### src/rtl/mem_array_pkg.sv
// mem_array_pkg: shared definitions for the mem_array register file.
//   - state_t     : bulk-clear FSM encoding (IDLE, CLEAR)
//   - DEF_WIDTH   : default data bits per row
//   - DEF_DEPTH   : default number of rows
//   - even_parity : parity bit that makes {data, parity} have an even count of ones
// Optional feature macro used by the files importing this package: PARITY_EN.
package mem_array_pkg;

    typedef enum logic {
        IDLE  = 1'b0,
        CLEAR = 1'b1
    } state_t;

    localparam int DEF_WIDTH = 8;
    localparam int DEF_DEPTH = 16;

    // Widest row the parity helper accepts; narrower rows are zero-extended,
    // which leaves the XOR reduction unchanged.
    localparam int MAX_WIDTH = 64;

    function automatic logic even_parity(input logic [MAX_WIDTH-1:0] v);
        return ^v;
    endfunction

endpackage

### src/rtl/mem_array_row.sv
// mem_row: one storage row of the mem_array register file.
// Ports:
//   ck, rst_n : clock, asynchronous active-low reset (row goes to 0)
//   we        : load d on the rising edge
//   clr       : synchronous clear to 0; wins over we
//   d         : write data
//   q         : stored data
//   p_d, p    : stored parity bit in/out (only when PARITY_EN is defined)
module mem_row
    import mem_array_pkg::*;
#(
    parameter int WIDTH = DEF_WIDTH
) (
    input  logic             ck,
    input  logic             rst_n,
    input  logic             we,
    input  logic             clr,
    input  logic [WIDTH-1:0] d,
`ifdef PARITY_EN
    input  logic             p_d,
    output logic             p,
`endif
    output logic [WIDTH-1:0] q
);

    always_ff @(posedge ck or negedge rst_n) begin
        if (!rst_n) begin
            q <= '0;
`ifdef PARITY_EN
            p <= 1'b0;
`endif
        end else if (clr) begin
            // All-zero data with parity 0 is a valid even-parity row.
            q <= '0;
`ifdef PARITY_EN
            p <= 1'b0;
`endif
        end else if (we) begin
            q <= d;
`ifdef PARITY_EN
            p <= p_d;
`endif
        end
    end

endmodule

### src/rtl/mem_array.sv
// mem_array: WIDTH x DEPTH register file with registered read port and a
// sequential bulk-clear engine.
// Ports:
//   ck, rst_n : clock, asynchronous active-low reset
//   addr      : row address for read and write
//   d, wr     : write data and write strobe (0-cycle write latency)
//   rd        : read strobe; q/q_valid update one cycle later
//   clr       : start a bulk clear (ignored while one is running)
//   inj_err   : invert stored parity on a write (PARITY_EN only)
//   q         : registered read data, holds until the next accepted read
//   q_valid   : one-cycle pulse per accepted read
//   busy      : bulk clear in progress (exactly DEPTH cycles)
//   par_err   : parity mismatch of the row behind q (0 without PARITY_EN)
// Build option: define PARITY_EN to add one even-parity bit per row.
//
// Strobe semantics: there is no back-pressure. A rd/wr is accepted in the
// cycle it is sampled when busy=0, and dropped when busy=1. Every accepted
// rd produces exactly one q_valid pulse on the following cycle.
module mem_array
    import mem_array_pkg::*;
#(
    parameter int WIDTH = DEF_WIDTH,
    parameter int DEPTH = DEF_DEPTH,
    parameter int AW    = $clog2(DEPTH)
) (
    input  logic             ck,
    input  logic             rst_n,
    input  logic [AW-1:0]    addr,
    input  logic [WIDTH-1:0] d,
    input  logic             wr,
    input  logic             rd,
    input  logic             clr,
    input  logic             inj_err,
    output logic [WIDTH-1:0] q,
    output logic             q_valid,
    output logic             busy,
    output logic             par_err
);

    state_t          state;
    logic [AW-1:0]   ptr;
    logic            addr_ok;
    logic [WIDTH-1:0] rd_data;
    logic [WIDTH-1:0] row_q [DEPTH];
    logic [DEPTH-1:0] row_we;
    logic [DEPTH-1:0] row_clr;

    // DEPTH need not be a power of two, so the top of the address space can
    // be unpopulated.
    assign addr_ok = (32'(addr) < 32'(DEPTH));
    assign rd_data = addr_ok ? row_q[addr] : '0;

`ifdef PARITY_EN
    logic             row_p [DEPTH];
    logic             wr_par;
    logic             rd_perr;
    logic             par_err_r;

    assign wr_par  = even_parity(MAX_WIDTH'(d)) ^ inj_err;
    // Out-of-range reads return zero data with zero parity: no error.
    assign rd_perr = addr_ok ? (even_parity(MAX_WIDTH'(row_q[addr])) ^ row_p[addr]) : 1'b0;
    assign par_err = par_err_r;
`else
    logic unused_inj;
    assign unused_inj = inj_err;
    assign par_err    = 1'b0;
`endif

    for (genvar i = 0; i < DEPTH; i++) begin : g_row
        assign row_we[i]  = (state == IDLE) && wr && addr_ok && (addr == AW'(i));
        assign row_clr[i] = (state == CLEAR) && (ptr == AW'(i));

        mem_row #(.WIDTH(WIDTH)) u_row (
            .ck    (ck),
            .rst_n (rst_n),
            .we    (row_we[i]),
            .clr   (row_clr[i]),
            .d     (d),
`ifdef PARITY_EN
            .p_d   (wr_par),
            .p     (row_p[i]),
`endif
            .q     (row_q[i])
        );
    end

    // Reads sample the row before this edge's write lands, which gives
    // read-first behaviour for a same-address rd+wr.
    always_ff @(posedge ck or negedge rst_n) begin
        if (!rst_n) begin
            state   <= IDLE;
            ptr     <= '0;
            q       <= '0;
            q_valid <= 1'b0;
            busy    <= 1'b0;
`ifdef PARITY_EN
            par_err_r <= 1'b0;
`endif
        end else begin
            case (state)
                IDLE: begin
                    q_valid <= rd;
                    if (rd) begin
                        q <= rd_data;
`ifdef PARITY_EN
                        par_err_r <= rd_perr;
`endif
                    end
                    if (clr) begin
                        state <= CLEAR;
                        busy  <= 1'b1;
                        ptr   <= '0;
                    end
                end
                CLEAR: begin
                    q_valid <= 1'b0;
                    if (ptr == AW'(DEPTH - 1)) begin
                        state <= IDLE;
                        busy  <= 1'b0;
                        ptr   <= '0;
                    end else begin
                        ptr <= ptr + 1'b1;
                    end
                end
                default: begin
                    state <= IDLE;
                    busy  <= 1'b0;
                    ptr   <= '0;
                end
            endcase
        end
    end

endmodule

### config.mk
export PLATFORM = sky130hd
export DESIGN_NAME = mem_array
export DESIGN_NICKNAME = d
export VERILOG_FILES = /design/src/rtl/mem_array_pkg.sv /design/src/rtl/mem_array_row.sv /design/src/rtl/mem_array.sv
export SDC_FILE = /design/constraint.sdc
export NUM_CORES = 1
export LEC_CHECK = 0
export ABC_AREA = 0
export ABC_CLOCK_PERIOD_IN_PS = 3800
export BUFFER_PORTS_ARGS = -buffer_cell sky130_fd_sc_hd__clkbuf_2
export CAP_MARGIN = 10
export CORE_MARGIN = 2
export CORE_UTILIZATION = 45
export DETAILED_ROUTE_END_ITERATION = 10
export PLACE_DENSITY_LB_ADDON = 0.12
export SYNTH_ARGS = -nofsm -noshare
export SYNTH_HDL_FRONTEND = slang
export SYNTH_SLANG_ARGS = --single-unit
### constraint.sdc
create_clock -name ck -period 3.8 [get_ports ck]
set_input_delay 0 -clock ck [delete_from_list [all_inputs] [get_ports ck]]
set_output_delay 0 -clock ck [all_outputs]
set_load 0.03 [all_outputs]
==> summary.txt <==
Clock tree
  • CTS buffer count: 17
  • CTS Root Cell: clkbuf_16
  • CTS sink cnt: 143
  • H-tree levels: 4
  • Post CTS Setup Buffer Count: 0
  • CTS tree: done
  • Clock slew at reported path FFs: 60 ps
  • Clock tree buffer depth: 2
  • Skew-Pair Late Insertion Delay: 420 ps

Finish
  • Share of cells above drive strength 1: 0.177
  • Nets: 535
  • Fin util: 0.521
  • Area Growth Syn to Fin: 12.6%
  • Non-filler cells in the finished layout: 704
  • Number of diodes: 0

GRT
  • GR peak layer: met1
  • Global Route Usage Sum: 0.247
  • Initial antenna violation count: 0
  • Met1 usage: 0.367
  • Met2 Usage GRT: 0.364
  • Largest net degree at the start of global routing: 51
  • Met3 Use GR: 0.0586
  • Grt total ovfl: 0
  • Vias in the first global route: 4668
  • First-pass GRT wire length: 27500 µm

Floorplan
  • Ports: 29
  • Die Span Y: 124 µm
  • Core Region: 13900 µm²
  • Rows: 43
  • Initial Util: 0.463
  • Die area: 15300 µm²
  • Die Wd: 124 µm

Yosys
  • FF+latch count, synth: 143
  • Share of the synthesized area in the top cell type: 0.555
  • Mapped cell area: 6440 µm²
  • Post-synth EDFFs: 0
  • Ys async rst share: 1.00
  • Gate Count Post-Synth: 503
  • Primary FF master, synth: dfrtp_1
  • Post-synth top area cell: dfrtp_1
  • Sequential share of the synthesized area: 0.555
  • Library cells used by synthesis: 38
  • Syn Nets: 525
  • YS warnings: 0
  • Largest cells by area after synthesis: dfrtp_1, a22o_1, mux4_2, mux2i_1, a31oi_1
  • Syn Area/Cell: 12.8 µm²

Timing
  • Final Hold Fails: 0
  • RSZ-0062 raised after global routing: no
  • # setup viols final: 0
  • Worst slew pin tran: 985 ps
  • Tmin final: 2590 ps
  • Worst Clk Skew: 5.55 ps
  • Period utilisation layout: 0.683
  • Slew Viols, Final: 0
  • Hold WS: 57.7 ps
  • Setup_tns: 0 ps
  • Worst slew margin: 0.334
  • F_max: 386 MHz

Placed design
  • Final Wtd Congestion: 0.843
  • Port buffer count: 26
  • Post-DP HPWL: 11000 µm
  • Dpl cells: 672

Routing
  • DRT iter0 DRCs: 493
  • WL/cell: 24.6 µm
  • Via-to-Cell Ratio: 6.49
  • Residual DRC: 0
  • DRT Pass-1 Iters: 4
  • Final Routed Wirelength: 17300 µm
  • Via count: 4567
  • Number of routed nets with antenna violations: 0

Setup path
  • Crit path required time: 4110 ps
  • Worst reg2reg endpoint: g_row[14].u_row.q[2]
  • Crit path capture: g_row[14].u_row.q[2]
  • Worst Setup End Kind: register
  • CP startpoint kind: register
  • Setup crit start: state
  • Peak fanout along the critical path: 22
  • FF-to-FF Start: state
  • R2r setup slk: 1210 ps
  • R2R depth: 4
  • Crit Path Category: register to register
  • Data arrival, critical path: 2900 ps

Pwr
  • P per Cell Area: 651 nW/µm²
  • Leakage power: 0.00331 µW
  • VDD IR max: 0.354 mV

Run
  • Max Cap Violations: 0

Run status
  • Status: completed

Worst hold path
  • HP Class: input pin to async pin
[synth_stat cells, types with 3 or more instances]
master / count
a31oi_1: 18
buf_2: 9
o21ai_0: 9
inv_1: 5
nor2_4: 3
buf_1: 9
mux2i_1: 30
nand3_1: 3
nor2_2: 6
nand2_1: 13
buf_4: 4
mux4_2: 17
dfrtp_1: 143
ha_1: 4
a22oi_1: 8
o22ai_1: 17
a22o_1: 120
nor3_2: 3
nor2_1: 22
a41oi_1: 3
clkbuf_1: 19
a21oi_1: 11
nand3b_1: 3
nor2b_1: 6
[worst min path at each step]
stage	end	cells after the start
final	g_row[1].u_row.q[1]	2
after global routing	g_row[15].u_row.q[7]	3
after CTS	g_row[15].u_row.q[7]	3
after detailed placement	g_row[1].u_row.q[1]	1
after global placement	g_row[3].u_row.q[1]	1
after floorplan	busy	0
[power by group]
part | switching (µW) | internal, µW
sequential | 219 | 1810
clock | 614 | 1070
combinational | 610 | 398
total | 1440 | 3280
[layout make-up]
cell class              instances  area (µm²)
inverters                       5        18.8
flip-flops and latches        143        3580
clock inverters                 7         110
clock buffers                  23         478
fillers                      1214        6680
repair buffers                 34         204
multi-input cells             312        2650
well taps                     180         225
[registers in the layout, summed over array words and instances (netlist names)]
| name | cells |
|---|---|
| g_row.u_row.q | 128 |
| q | 8 |
| ptr | 4 |
| busy | 1 |
| q_valid | 1 |
| state | 1 |
[through the flow]
step                      area, µm²  setup slack (ps)  power, µW
after floorplan                6440              2060       2720
after global placement         6650              1310       3010
after detailed placement       6650              1270       3050
after CTS                      7260              1270       4740
after global routing           7260              1020       4940
final                          7260              1210       4720
[layout by cell type (no fill, tap or decap), types with 5 or more instances in the layout]
cell | synthesis | routed
a22o_1 | 120 | 120
nor2b_1 | 6 | 6
clkbuf_2 | 0 | 24
nand2_1 | 13 | 13
a22oi_1 | 8 | 8
buf_4 | 4 | 7
o22ai_1 | 17 | 17
a21oi_1 | 11 | 11
dfrtp_1 | 143 | 143
clkbuf_16 | 0 | 17
mux4_2 | 17 | 17
o21ai_0 | 9 | 9
a31oi_1 | 18 | 18
inv_1 | 5 | 5
nor2_1 | 22 | 22
nor2_2 | 6 | 6
mux2i_1 | 30 | 30
[kinds of logic (layout without fill, tap and decap cells)]
family | after synthesis | count (layout) | share of synthesized area
other | 1 | 1 | 0.000582
buffers and inverters | 48 | 69 | 0.0344
and+or+nand+nor | 68 | 68 | 0.0615
adders and majority gates | 4 | 4 | 0.00777
AOI/OAI and AO/OA | 190 | 190 | 0.231
xor gates and xnor gates | 1 | 1 | 0.00136
muxes | 48 | 48 | 0.108
DFF | 143 | 143 | 0.555
[layer usage]
metal	routed length, µm	vias to the layer above
met2	7880	152
met5	0	-
met4	248	0
met3	902	16
met1	8310	2424
li1	-	1975
[repair_timing]
item | 4_1_cts | 5_1_grt
hold buffers | 2 | 0
gates resized for setup | 0 | 0
endpoints found under the hold margin | 52 | 0
[worst max-delay path, stage by stage, from the launching register on]
cell and delay (ps):
dfrtp_1 660, nand4bb_1 430, nor2_1 670, a41oi_1 360
a22o_1 350
Power figures use the tool's default switching activity.
